**config.mk**
```make
export PLATFORM = sky130hd
export DESIGN_NAME = mul_share_ctrl
export DESIGN_NICKNAME = d
export VERILOG_FILES = /design/src/rtl/mul_ctrl_pkg.sv /design/src/rtl/booth_wallace_multiplier.sv /design/src/rtl/mul_rr_arb2.sv /design/src/rtl/mul_share_ctrl.sv
export SDC_FILE = /design/constraint.sdc
export NUM_CORES = 2
export LEC_CHECK = 0
export CAP_MARGIN = 25
export CORE_MARGIN = 2
export CORE_UTILIZATION = 45
export CTS_CLUSTER_SIZE = 28
export DETAILED_ROUTE_END_ITERATION = 8
export GPL_ROUTABILITY_DRIVEN = 1
export PLACE_DENSITY = 0.7
export REMOVE_ABC_BUFFERS = 1
export SYNTH_ARGS = -nofsm -noshare
export SYNTH_HDL_FRONTEND = slang
export SYNTH_SLANG_ARGS = --single-unit
```
**constraint.sdc**
```tcl
create_clock -name clk -period 29.5 [get_ports clk]
set_clock_uncertainty 0.2 [all_clocks]
set_input_delay 8.85 -clock clk [delete_from_list [all_inputs] [get_ports clk]]
set_output_delay 8.85 -clock clk [all_outputs]
set_load 0.01 [all_outputs]
```
**src/rtl/mul_ctrl_pkg.sv**
```systemverilog
// ---------------------------------------------------------------------------
// mul_ctrl_pkg
// Shared definitions for the two-requester multiplier sharing controller:
//   - XLEN      : operand / result width of the shared multiplier (32)
//   - op_e      : RISC-V M-extension multiply encodings
//   - owner_t   : index of the requester that owns an in-flight op
//   - fix_result: turns the signed 64-bit product into the op's 32-bit result
// ---------------------------------------------------------------------------
package mul_ctrl_pkg;

   localparam int XLEN = 32;

   typedef enum logic [1:0] {
      OP_MUL    = 2'b00,
      OP_MULH   = 2'b01,
      OP_MULHSU = 2'b10,
      OP_MULHU  = 2'b11
   } op_e;

   // Requester index: 0 = lane 0, 1 = lane 1.
   typedef logic owner_t;

   // The multiplier always computes signed(a) * signed(b). Reinterpreting an
   // operand as unsigned adds (other operand << 32) whenever its top bit is
   // set, so the unsigned variants only need additive fixes on the high half.
   function automatic logic [XLEN-1:0] fix_result(
      input op_e              op,
      input logic [2*XLEN-1:0] p,
      input logic [XLEN-1:0]   a,
      input logic [XLEN-1:0]   b
   );
      logic [XLEN-1:0] hi;
      logic [XLEN-1:0] add_a;
      logic [XLEN-1:0] add_b;
      hi    = p[2*XLEN-1:XLEN];
      add_a = b[XLEN-1] ? a : '0;   // b treated as unsigned
      add_b = a[XLEN-1] ? b : '0;   // a treated as unsigned
      case (op)
         OP_MUL:    fix_result = p[XLEN-1:0];
         OP_MULH:   fix_result = hi;
         OP_MULHSU: fix_result = hi + add_a;
         default:   fix_result = hi + add_a + add_b;
      endcase
   endfunction

endpackage

```
**src/rtl/booth_wallace_multiplier.sv**
```systemverilog
// ---------------------------------------------------------------------------
// booth_wallace_multiplier
// Combinational signed XLEN x XLEN multiplier.
//   a, b : signed operands (two's complement)
//   p    : full 2*XLEN-bit signed product
// Radix-4 Booth recoding of b yields XLEN/2 partial products, which are
// folded through a carry-save (3:2) chain and resolved by one final adder.
// ---------------------------------------------------------------------------
module booth_wallace_multiplier
   import mul_ctrl_pkg::*;
(
   input  logic [XLEN-1:0]   a,
   input  logic [XLEN-1:0]   b,
   output logic [2*XLEN-1:0] p
);

   localparam int NPP = XLEN / 2;
   localparam int PW  = 2 * XLEN;

   logic [PW-1:0] a_ext;
   logic [PW-1:0] a_dbl;
   logic [XLEN:0] b_ext;          // b with the implicit b[-1] = 0 appended

   assign a_ext = {{XLEN{a[XLEN-1]}}, a};
   assign a_dbl = {a_ext[PW-2:0], 1'b0};
   assign b_ext = {b, 1'b0};

   logic [PW-1:0] pp     [NPP];
   logic [PW-1:0] csa_s  [NPP+1];
   logic [PW-1:0] csa_c  [NPP+1];

   assign csa_s[0] = '0;
   assign csa_c[0] = '0;

   genvar gi;
   generate
      for (gi = 0; gi < NPP; gi++) begin : g_pp
         logic [2:0]    digit;
         logic [PW-1:0] mag;

         // Booth digit = -2*b[2i+1] + b[2i] + b[2i-1], in {-2..2}
         assign digit = b_ext[2*gi+2 -: 3];

         always_comb begin
            mag = '0;
            case (digit)
               3'b001, 3'b010: mag = a_ext;
               3'b011:         mag = a_dbl;
               3'b100:         mag = -a_dbl;
               3'b101, 3'b110: mag = -a_ext;
               default:        mag = '0;
            endcase
         end

         assign pp[gi] = mag << (2 * gi);

         // 3:2 compressor folding this partial product into the running pair
         assign csa_s[gi+1] = csa_s[gi] ^ csa_c[gi] ^ pp[gi];
         assign csa_c[gi+1] = ((csa_s[gi] & csa_c[gi]) |
                               (csa_s[gi] & pp[gi])    |
                               (csa_c[gi] & pp[gi])) << 1;
      end
   endgenerate

   // Everything is modulo 2^PW, so the sign extensions wrap correctly.
   assign p = csa_s[NPP] + csa_c[NPP];

endmodule

```
**src/rtl/mul_rr_arb2.sv**
```systemverilog
// ---------------------------------------------------------------------------
// mul_rr_arb2
// Two-way round-robin arbiter.
//   clk, rst_n : clock, synchronous active-low reset
//   valid[1:0] : request lines
//   fire       : a granted request was actually accepted this cycle
//   grant[1:0] : one-hot grant (zero when nobody requests)
// The priority pointer moves only on fire, so a grant that was not taken
// (downstream full) keeps its priority for the next cycle.
// ---------------------------------------------------------------------------
module mul_rr_arb2
   import mul_ctrl_pkg::*;
(
   input  logic       clk,
   input  logic       rst_n,
   input  logic [1:0] valid,
   input  logic       fire,
   output logic [1:0] grant
);

   owner_t prio_reg;     // requester that wins when both are valid
   owner_t prio_next;

   always_comb begin
      grant = valid;
      if (valid == 2'b11) begin
         grant = prio_reg ? 2'b10 : 2'b01;
      end
   end

   // After a handshake the loser of that grant gets priority.
   always_comb begin
      prio_next = prio_reg;
      if (fire) begin
         prio_next = grant[0];
      end
   end

   always_ff @(posedge clk) begin
      if (!rst_n) begin
         prio_reg <= 1'b0;
      end else begin
         prio_reg <= prio_next;
      end
   end

endmodule

```
**src/rtl/mul_share_ctrl.sv**
```systemverilog
// ---------------------------------------------------------------------------
// mul_share_ctrl
// Shares one combinational signed multiplier between two requesters.
//   clk, rst_n          : clock, synchronous active-low reset
//   reqN_valid/ready    : request handshake for lane N (N = 0, 1)
//   reqN_op/a/b/tag     : operation, operands and opaque tag
//   rspN_valid/ready    : response handshake for lane N
//   rspN_data/tag       : result and the tag of the producing request
//   busy                : either pipeline stage holds an op
// Pipeline: S1 registers the granted request and feeds the multiplier;
// the op-dependent correction is registered into S2, which drives the
// response channel of the op's owner. Responses leave in issue order.
// ---------------------------------------------------------------------------
module mul_share_ctrl #(
   parameter int TAG_W = 4,
   parameter int XLEN  = 32
) (
   input  logic             clk,
   input  logic             rst_n,

   input  logic             req0_valid,
   output logic             req0_ready,
   input  logic [1:0]       req0_op,
   input  logic [XLEN-1:0]  req0_a,
   input  logic [XLEN-1:0]  req0_b,
   input  logic [TAG_W-1:0] req0_tag,

   input  logic             req1_valid,
   output logic             req1_ready,
   input  logic [1:0]       req1_op,
   input  logic [XLEN-1:0]  req1_a,
   input  logic [XLEN-1:0]  req1_b,
   input  logic [TAG_W-1:0] req1_tag,

   output logic             rsp0_valid,
   input  logic             rsp0_ready,
   output logic [XLEN-1:0]  rsp0_data,
   output logic [TAG_W-1:0] rsp0_tag,

   output logic             rsp1_valid,
   input  logic             rsp1_ready,
   output logic [XLEN-1:0]  rsp1_data,
   output logic [TAG_W-1:0] rsp1_tag,

   output logic             busy
);

   // ---------------- stage registers ----------------
   logic                   s1_valid_reg;
   logic [XLEN-1:0]        s1_a_reg;
   logic [XLEN-1:0]        s1_b_reg;
   mul_ctrl_pkg::op_e      s1_op_reg;
   logic [TAG_W-1:0]       s1_tag_reg;
   mul_ctrl_pkg::owner_t   s1_owner_reg;

   logic                   s2_valid_reg;
   logic [XLEN-1:0]        s2_data_reg;
   logic [TAG_W-1:0]       s2_tag_reg;
   mul_ctrl_pkg::owner_t   s2_owner_reg;

   // ---------------- flow control ----------------
   logic       s2_pop;
   logic       s1_advance;
   logic       can_accept;
   logic [1:0] grant;
   logic       fire;
   logic       sel_rsp_ready;

   assign sel_rsp_ready = s2_owner_reg ? rsp1_ready : rsp0_ready;
   assign s2_pop        = s2_valid_reg & sel_rsp_ready;
   assign s1_advance    = s1_valid_reg & (~s2_valid_reg | s2_pop);
   assign can_accept    = ~s1_valid_reg | s1_advance;

   // grant is already qualified by valid, so ready never appears alone.
   assign req0_ready = grant[0] & can_accept;
   assign req1_ready = grant[1] & can_accept;
   assign fire       = req0_ready | req1_ready;

   mul_rr_arb2 u_arb (
      .clk   (clk),
      .rst_n (rst_n),
      .valid ({req1_valid, req0_valid}),
      .fire  (fire),
      .grant (grant)
   );

   // ---------------- request mux into S1 ----------------
   logic [XLEN-1:0]      s1_a_next;
   logic [XLEN-1:0]      s1_b_next;
   mul_ctrl_pkg::op_e    s1_op_next;
   logic [TAG_W-1:0]     s1_tag_next;
   mul_ctrl_pkg::owner_t s1_owner_next;

   always_comb begin
      s1_owner_next = grant[1];
      if (grant[1]) begin
         s1_a_next   = req1_a;
         s1_b_next   = req1_b;
         s1_op_next  = mul_ctrl_pkg::op_e'(req1_op);
         s1_tag_next = req1_tag;
      end else begin
         s1_a_next   = req0_a;
         s1_b_next   = req0_b;
         s1_op_next  = mul_ctrl_pkg::op_e'(req0_op);
         s1_tag_next = req0_tag;
      end
   end

   // ---------------- shared multiplier + correction ----------------
   logic [2*XLEN-1:0] product;
   logic [XLEN-1:0]   s2_data_next;

   booth_wallace_multiplier u_mul (
      .a (s1_a_reg),
      .b (s1_b_reg),
      .p (product)
   );

   assign s2_data_next = mul_ctrl_pkg::fix_result(s1_op_reg, product,
                                                   s1_a_reg, s1_b_reg);

   // ---------------- sequential state ----------------
   always_ff @(posedge clk) begin
      if (!rst_n) begin
         s1_valid_reg <= 1'b0;
         s1_a_reg     <= '0;
         s1_b_reg     <= '0;
         s1_op_reg    <= mul_ctrl_pkg::OP_MUL;
         s1_tag_reg   <= '0;
         s1_owner_reg <= 1'b0;
         s2_valid_reg <= 1'b0;
         s2_data_reg  <= '0;
         s2_tag_reg   <= '0;
         s2_owner_reg <= 1'b0;
      end else begin
         // S1: a new accept overwrites; otherwise drain if moved on.
         if (fire) begin
            s1_valid_reg <= 1'b1;
            s1_a_reg     <= s1_a_next;
            s1_b_reg     <= s1_b_next;
            s1_op_reg    <= s1_op_next;
            s1_tag_reg   <= s1_tag_next;
            s1_owner_reg <= s1_owner_next;
         end else if (s1_advance) begin
            s1_valid_reg <= 1'b0;
         end

         // S2: load on advance (covers pop+load on one edge, no bubble);
         // payload is left untouched while stalled so it stays stable.
         if (s1_advance) begin
            s2_valid_reg <= 1'b1;
            s2_data_reg  <= s2_data_next;
            s2_tag_reg   <= s1_tag_reg;
            s2_owner_reg <= s1_owner_reg;
         end else if (s2_pop) begin
            s2_valid_reg <= 1'b0;
         end
      end
   end

   // ---------------- response channels ----------------
   assign rsp0_valid = s2_valid_reg & ~s2_owner_reg;
   assign rsp1_valid = s2_valid_reg &  s2_owner_reg;
   assign rsp0_data  = s2_data_reg;
   assign rsp1_data  = s2_data_reg;
   assign rsp0_tag   = s2_tag_reg;
   assign rsp1_tag   = s2_tag_reg;

   assign busy = s1_valid_reg | s2_valid_reg;

endmodule

```
**Word level (Yosys, flattened, before mapping)**

Index checks and enable logic that the tools add are counted.

- Word-level logic and storage cells: 288
- Input bits: 146
- Output and inout bits: 77
- Flip-flop bits (word level): 111

- Add/sub/neg operators: 5
- Reduce and logical (&&, ||, !) cells: 33
- Equality and inequality tests: 96
- Bitwise operators: 113
- Mux-type cells: 30

Operators with widths:

| kind | count |
|---|---|
| $and A63 B63 Y63 | 43 |
| $xor A64 B64 Y64 | 29 |
| $or A63 B63 Y63 | 28 |
| $pmux W62 S4 | 1 |
| $pmux W60 S4 | 1 |
| $pmux W58 S4 | 1 |
| $pmux W56 S4 | 1 |
| $pmux W54 S4 | 1 |
| $pmux W52 S4 | 1 |
| $pmux W50 S4 | 1 |
| $pmux W48 S4 | 1 |
| $pmux W64 S3 | 1 |
| $pmux W46 S4 | 1 |
| $pmux W44 S4 | 1 |
| $pmux W42 S4 | 1 |
| $pmux W40 S4 | 1 |
| $pmux W38 S4 | 1 |
| $pmux W36 S4 | 1 |
| $pmux W34 S4 | 1 |
| $eq A3 B3 Y1 const B | 45 |
| $mux W32 | 4 |
| $neg A64 Y64 | 2 |
| $pmux W32 S3 | 1 |
| $eq A3 B2 Y1 const B | 30 |
| 14 further kinds | 79 |

**Depth between registers and ports, before layout**

- Depth in word-level cells: 50
- Gate-level depth with buffers: 75
- Depth with buffers taken out: 67

**Hierarchy**

A second synthesis with hierarchy kept.

- Cell total of the unflattened synthesis: 6743
- Area total of the unflattened synthesis: 51690.8 um2

By module, submodules not included:

| module | sequential area each (um2) | instances | area each (um2) | cells each |
|---|---|---|---|---|
| booth_wallace_multiplier | 0.0 | 1 | 42209.2 | 5578 |
| mul_share_ctrl | 2202.1 | 1 | 9421.5 | 1159 |
| mul_rr_arb2 | 20.0 | 1 | 60.1 | 6 |

**Worst setup path before layout**

Ideal clock, no wire load.

- Path kind: input port to output port
- Start: input req0_valid
- End: output req0_ready
- Path buffers: 2
- Arrival time: 9989 ps
- Stages: 5
- Setup slack: 10461 ps
- Required time: 20450 ps
- Cells stage by stage: inv_1 -> o21ai_0 -> clkbuf_1 -> clkbuf_1 -> and3_1

- Longest elaborated chain between the ends: 3

RTL lines:

| element | RTL line | source |
|---|---|---|
| start, declared | mul_share_ctrl.sv:21 | `input logic req0_valid,` |
| $eq A2 B2 Y1 | mul_rr_arb2.sv:26 | `if (valid == 2'b11) begin` |
| $mux W2 * | mul_rr_arb2.sv:26 |  |
| $and A1 B1 Y1 * | mul_share_ctrl.sv:75 | `assign req0_ready = grant[0] & can_accept;` |
| end, declared | mul_share_ctrl.sv:22 | `output logic req0_ready,` |

Mark *: on every way between the ends. The rest lies on a longest branch, timed or not.

**Final worst setup path**

- Start: register s1_a_reg[1]
- End: register s2_data_reg[31] (netlist: rsp0_data[31])

- Longest elaborated chain between the ends: 49
- Elaborated cells between the ends (all ways): 123
- Those cells by class: add/sub: 5; mux: 18; bitwise: 100

RTL lines:

| element | RTL line | source |
|---|---|---|
| start, declared | mul_share_ctrl.sv:50 | `logic [XLEN-1:0] s1_a_reg;` |
| start signal, assigned | mul_share_ctrl.sv:139 | `s1_a_reg <= s1_a_next;` |
| $neg A64 Y64, on equally long branches | booth_wallace_multiplier.sv:50, booth_wallace_multiplier.sv:49 |  |
| $pmux W62 S4 or $pmux W64 S3 (tied branches) | booth_wallace_multiplier.sv:46 | `case (digit)` |
| $xor A64 B64 Y64 or $and A63 B63 Y63 (tied branches) | booth_wallace_multiplier.sv:58, booth_wallace_multiplier.sv:60 |  |
| $and A63 B63 Y63, on equally long branches | booth_wallace_multiplier.sv:59, booth_wallace_multiplier.sv:60 |  |
| $or A63 B63 Y63 | booth_wallace_multiplier.sv:59 | `assign csa_c[gi+1] = ((csa_s[gi] & csa_c[gi]) \|` |
| $or A63 B63 Y63 | booth_wallace_multiplier.sv:60 | `(csa_s[gi] & pp[gi]) \|` |
| $and A63 B63 Y63 | booth_wallace_multiplier.sv:59 |  |
| $or A63 B63 Y63 | booth_wallace_multiplier.sv:59 |  |
| [... 33 more ...] | n/a |  |
| $or A63 B63 Y63 | booth_wallace_multiplier.sv:60 |  |
| $and A63 B63 Y63 | booth_wallace_multiplier.sv:59 |  |
| $or A63 B63 Y63 | booth_wallace_multiplier.sv:59 |  |
| $or A63 B63 Y63 | booth_wallace_multiplier.sv:60 |  |
| $add A64 B64 Y64 | booth_wallace_multiplier.sv:66 | `assign p = csa_s[NPP] + csa_c[NPP];` |
| $add A32 B32 Y32 | mul_ctrl_pkg.sv:41, mul_ctrl_pkg.sv:42 |  |
| $add A32 B32 Y32 | mul_ctrl_pkg.sv:42 | `default: fix_result = hi + add_a + add_b;` |
| $pmux W32 S3 * | mul_ctrl_pkg.sv:38 | `case (op)` |
| end signal, assigned | mul_share_ctrl.sv:152 | `s2_data_reg <= s2_data_next;` |
| end, declared | mul_share_ctrl.sv:57 | `logic [XLEN-1:0] s2_data_reg;` |

Marked as above.
A chain may end at the register's enable or synchronous reset.

==> results_dict.tcl <==
set metrics [dict create \
    timing.fmax_ghz 0.0482 \
    syn_avg_cell_area_um2 7.48 \
    ctsHoldBuffers 0 \
    synthAdderAreaFrac_pct 31.7 \
    grt_use_total_pct 36.5 \
    synth.distinct_cells 78 \
    antenna_found_initial 5 \
    cts_resized 0 \
    synthMuxAreaShare_pct 4.89 \
    hold_class "flip-flop to flip-flop" \
    arrival_ps 20980 \
    drt_iter0_drc 9132 \
    rsz0062_at_grt "no" \
    wl_per_cell_um 27.2 \
    grt_pass1_vias 52300 \
    clockRootBuffer "clkbuf_16" \
    synth_top_area_share_pct 24.9 \
    async_flop_share_pct 0 \
    critical-path-max-stage-delay_ps 780 \
    worstSetupEndpointType "flip-flop" \
    setup_violations 0 \
    gp_congestion 1.08 \
    clock_latency_ps 500 \
    grt-ovfl-total 0 \
    nFillCells 11200 \
    reg2reg_to "rsp0_data[31]" \
    hold_viol_final 0 \
    ys_ff_latch 111 \
    vias_per_cell 6.83 \
    cts.sinks 111 \
    maxCapViolCount 0 \
    synth_area_um2 51900 \
    final_max_slew_viol_count 0 \
    r2r-start "s1_a_reg[1]" \
    dp_slack_ps 9380 \
    grt_max_degree 93 \
    synth_top_family_by_area "adder cells" \
    ioPinCount 223 \
    antenna_left 0 \
    status "finished, final reports clean" \
    start_util_pct 45.4 \
    area_growth_pct 6.40 \
    die_width_um 344 \
    synth_simple_gate_area_share_pct 13.5 \
    critical_path_required_ps 29740 \
    cts_tree "done" \
    firstDrtPassIters 9 \
    drt-total-wl_mm 221 \
    cp_num_buf_inv 9 \
    fp-row-count 124 \
    cp-start-kind "flip-flop" \
    core_um2 114000 \
    clockBufferDepth 2 \
    port_buffers 222 \
    syn_inst 6946 \
    die_h_um 344 \
    slew_headroom_pct 10.1 \
    yosys.area_share.xor_xnor_pct 6.98 \
    ys_warn_count 0 \
    worstHoldStart "s1_tag_reg[0]" \
    synth_edf_count 0 \
    finalWorstSetupSlack_ps 8760 \
    clkSlewWorstSetupHoldPaths_ps 100 \
    crit_path_end "rsp0_data[31]" \
    fin_crit_sh_pct 70.3 \
    r2r_slack_ps 8760 \
    drc 0 \
    dieArea_um2 118000 \
    crit_type "flip-flop to flip-flop" \
    cp.depth 65 \
    vias 55500 \
    timing.critical_path.mode_cell "fa_1" \
    fin_tns_setup_ps 0 \
    synthFlopType "dfxtp_1" \
    worst_pin_slew_ps 1340 \
    crit_family "adder cells" \
    ys_top_cells_by_area "fa_1 25%, ha_1 6.8%, nand2_1 6.7%" \
    synth_compound_area_share_pct 30.1 \
    drive_gt1_share_pct 6.73 \
    crit_path_max_fanout 32 \
    period_needed_ps 20740 \
    grt_pass1_wl_mm 329 \
    rr_worst_depth 65 \
    synth_seq_area_share_pct 4.28 \
    hpwlAfterDp_mm 170 \
    post_cts_buffers 0 \
    numCtsBuffers 9 \
    finalNetCount 7685 \
    htreeDepth 3 \
    slowest_stage "or3_1" \
    crit_start "s1_a_reg[1]" \
    yosys.area.top_type "fa_1" \
]
metrics by stage:
stage | hold WS, ps | std cells | area [um^2] | utilization [%]
after floorplan | 241 | 6150 | 48800 | -
after global placement | 247 | 8090 | 54700 | 47.9
after detailed placement | 261 | 8100 | 54800 | 48.0
after CTS | 274 | 8116 | 55100 | 48.2
after global routing | 302 | 8128 | 55300 | 48.3
final | 275 | 8131 | 55300 | 48.3
logic make-up after synthesis:
| group | Yosys count |
|---|---|
| muxes | 223 |
| DFF | 111 |
| and+or+nand+nor | 1699 |
| buffers and inverters | 1140 |
| adders and majority gates | 929 |
| AOI/OAI and AO/OA | 2435 |
| xor gates and xnor gates | 409 |
per-layer routing:
metal | track usage, % | wire length, um | up-vias
met3 | 11.8 | 32700 | 797
met2 | 52.9 | 92500 | 4421
met4 | 21.0 | 14600 | 4
li1 | - | - | 23700
met1 | 47.5 | 81200 | 26600
met5 | 0 | 22 | -
layout make-up:
class	count	area, um^2	area share, %
multi-input cells	5695	45500	82.3
repair buffers	449	3970	7.18
flip-flops and latches	111	2320	4.19
well taps	1512	1890	3.42
inverters	344	1290	2.34
clock buffers	9	225	0.407
clock inverters	7	81.3	0.147
diodes	4	10.0	0.0181
worst min-delay path by stage:
stage | endpoint | slack (ps) | cells after the start
after global placement | rsp0_tag[0] | 250 | 2
final | rsp0_tag[0] | 280 | 2
after CTS | rsp0_tag[3] | 270 | 2
after global routing | rsp0_tag[0] | 300 | 2
after detailed placement | rsp0_tag[3] | 260 | 2
after floorplan | rsp0_tag[0] | 240 | 2
Yosys cell counts (52+ instances only):
library cell and count:
a22oi_1 63, o21ai_0 644, o22ai_1 170, a21o_1 96, dfxtp_1 111, nand2_1 927, buf_1 112, o221ai_1 54
a31oi_1 52, a211oi_1 70, o211a_1 74, ha_1 282, a221oi_1 135, a21oi_1 636, xor2_1 136, o211ai_1 86
fa_1 647, clkbuf_1 640, a221o_1 92, nor2_1 507, xnor2_1 270, inv_1 330, mux2i_1 169
cells in the final DEF, fill, tap and decap left out, types with 20 or more instances in the layout:
cell type	instances
nand2_1	927
fa_1	647
o21ai_0	643
a21oi_1	635
nor2_1	507
inv_1	330
ha_1	282
xnor2_1	258
clkdlybuf4s50_1	221
buf_4	218
o22ai_1	170
mux2i_1	169
a221oi_1	135
xor2_1	134
a21o_1	96
a221o_1	92
o211ai_1	86
o211a_1	74
a211oi_1	68
a22oi_1	63
dfxtp_1	63
o221ai_1	54
a31oi_1	52
nand3_1	45
and2_1	37
o21a_1	37
a21boi_0	35
or2_2	34
dfxtp_2	34
a31o_2	33
mux2_2	32
nor3_1	29
nor2b_1	26
or3_1	24
a22o_1	22
mux4_2	21
nand2b_1	20
worst register-to-register path: cells and delay by family, from the launching register on:
family | cells | cell delay [ps]
simple gates | 12 | 4610
xor+xnor | 3 | 760
compound gates | 21 | 5320
flops | 1 | 310
fa+ha+maj | 20 | 8010
buf+inv | 9 | 1500
Power is left out: the tool's default activity adds up to more than one toggle a clock period on the data nets, which glitch-free logic cannot reach.
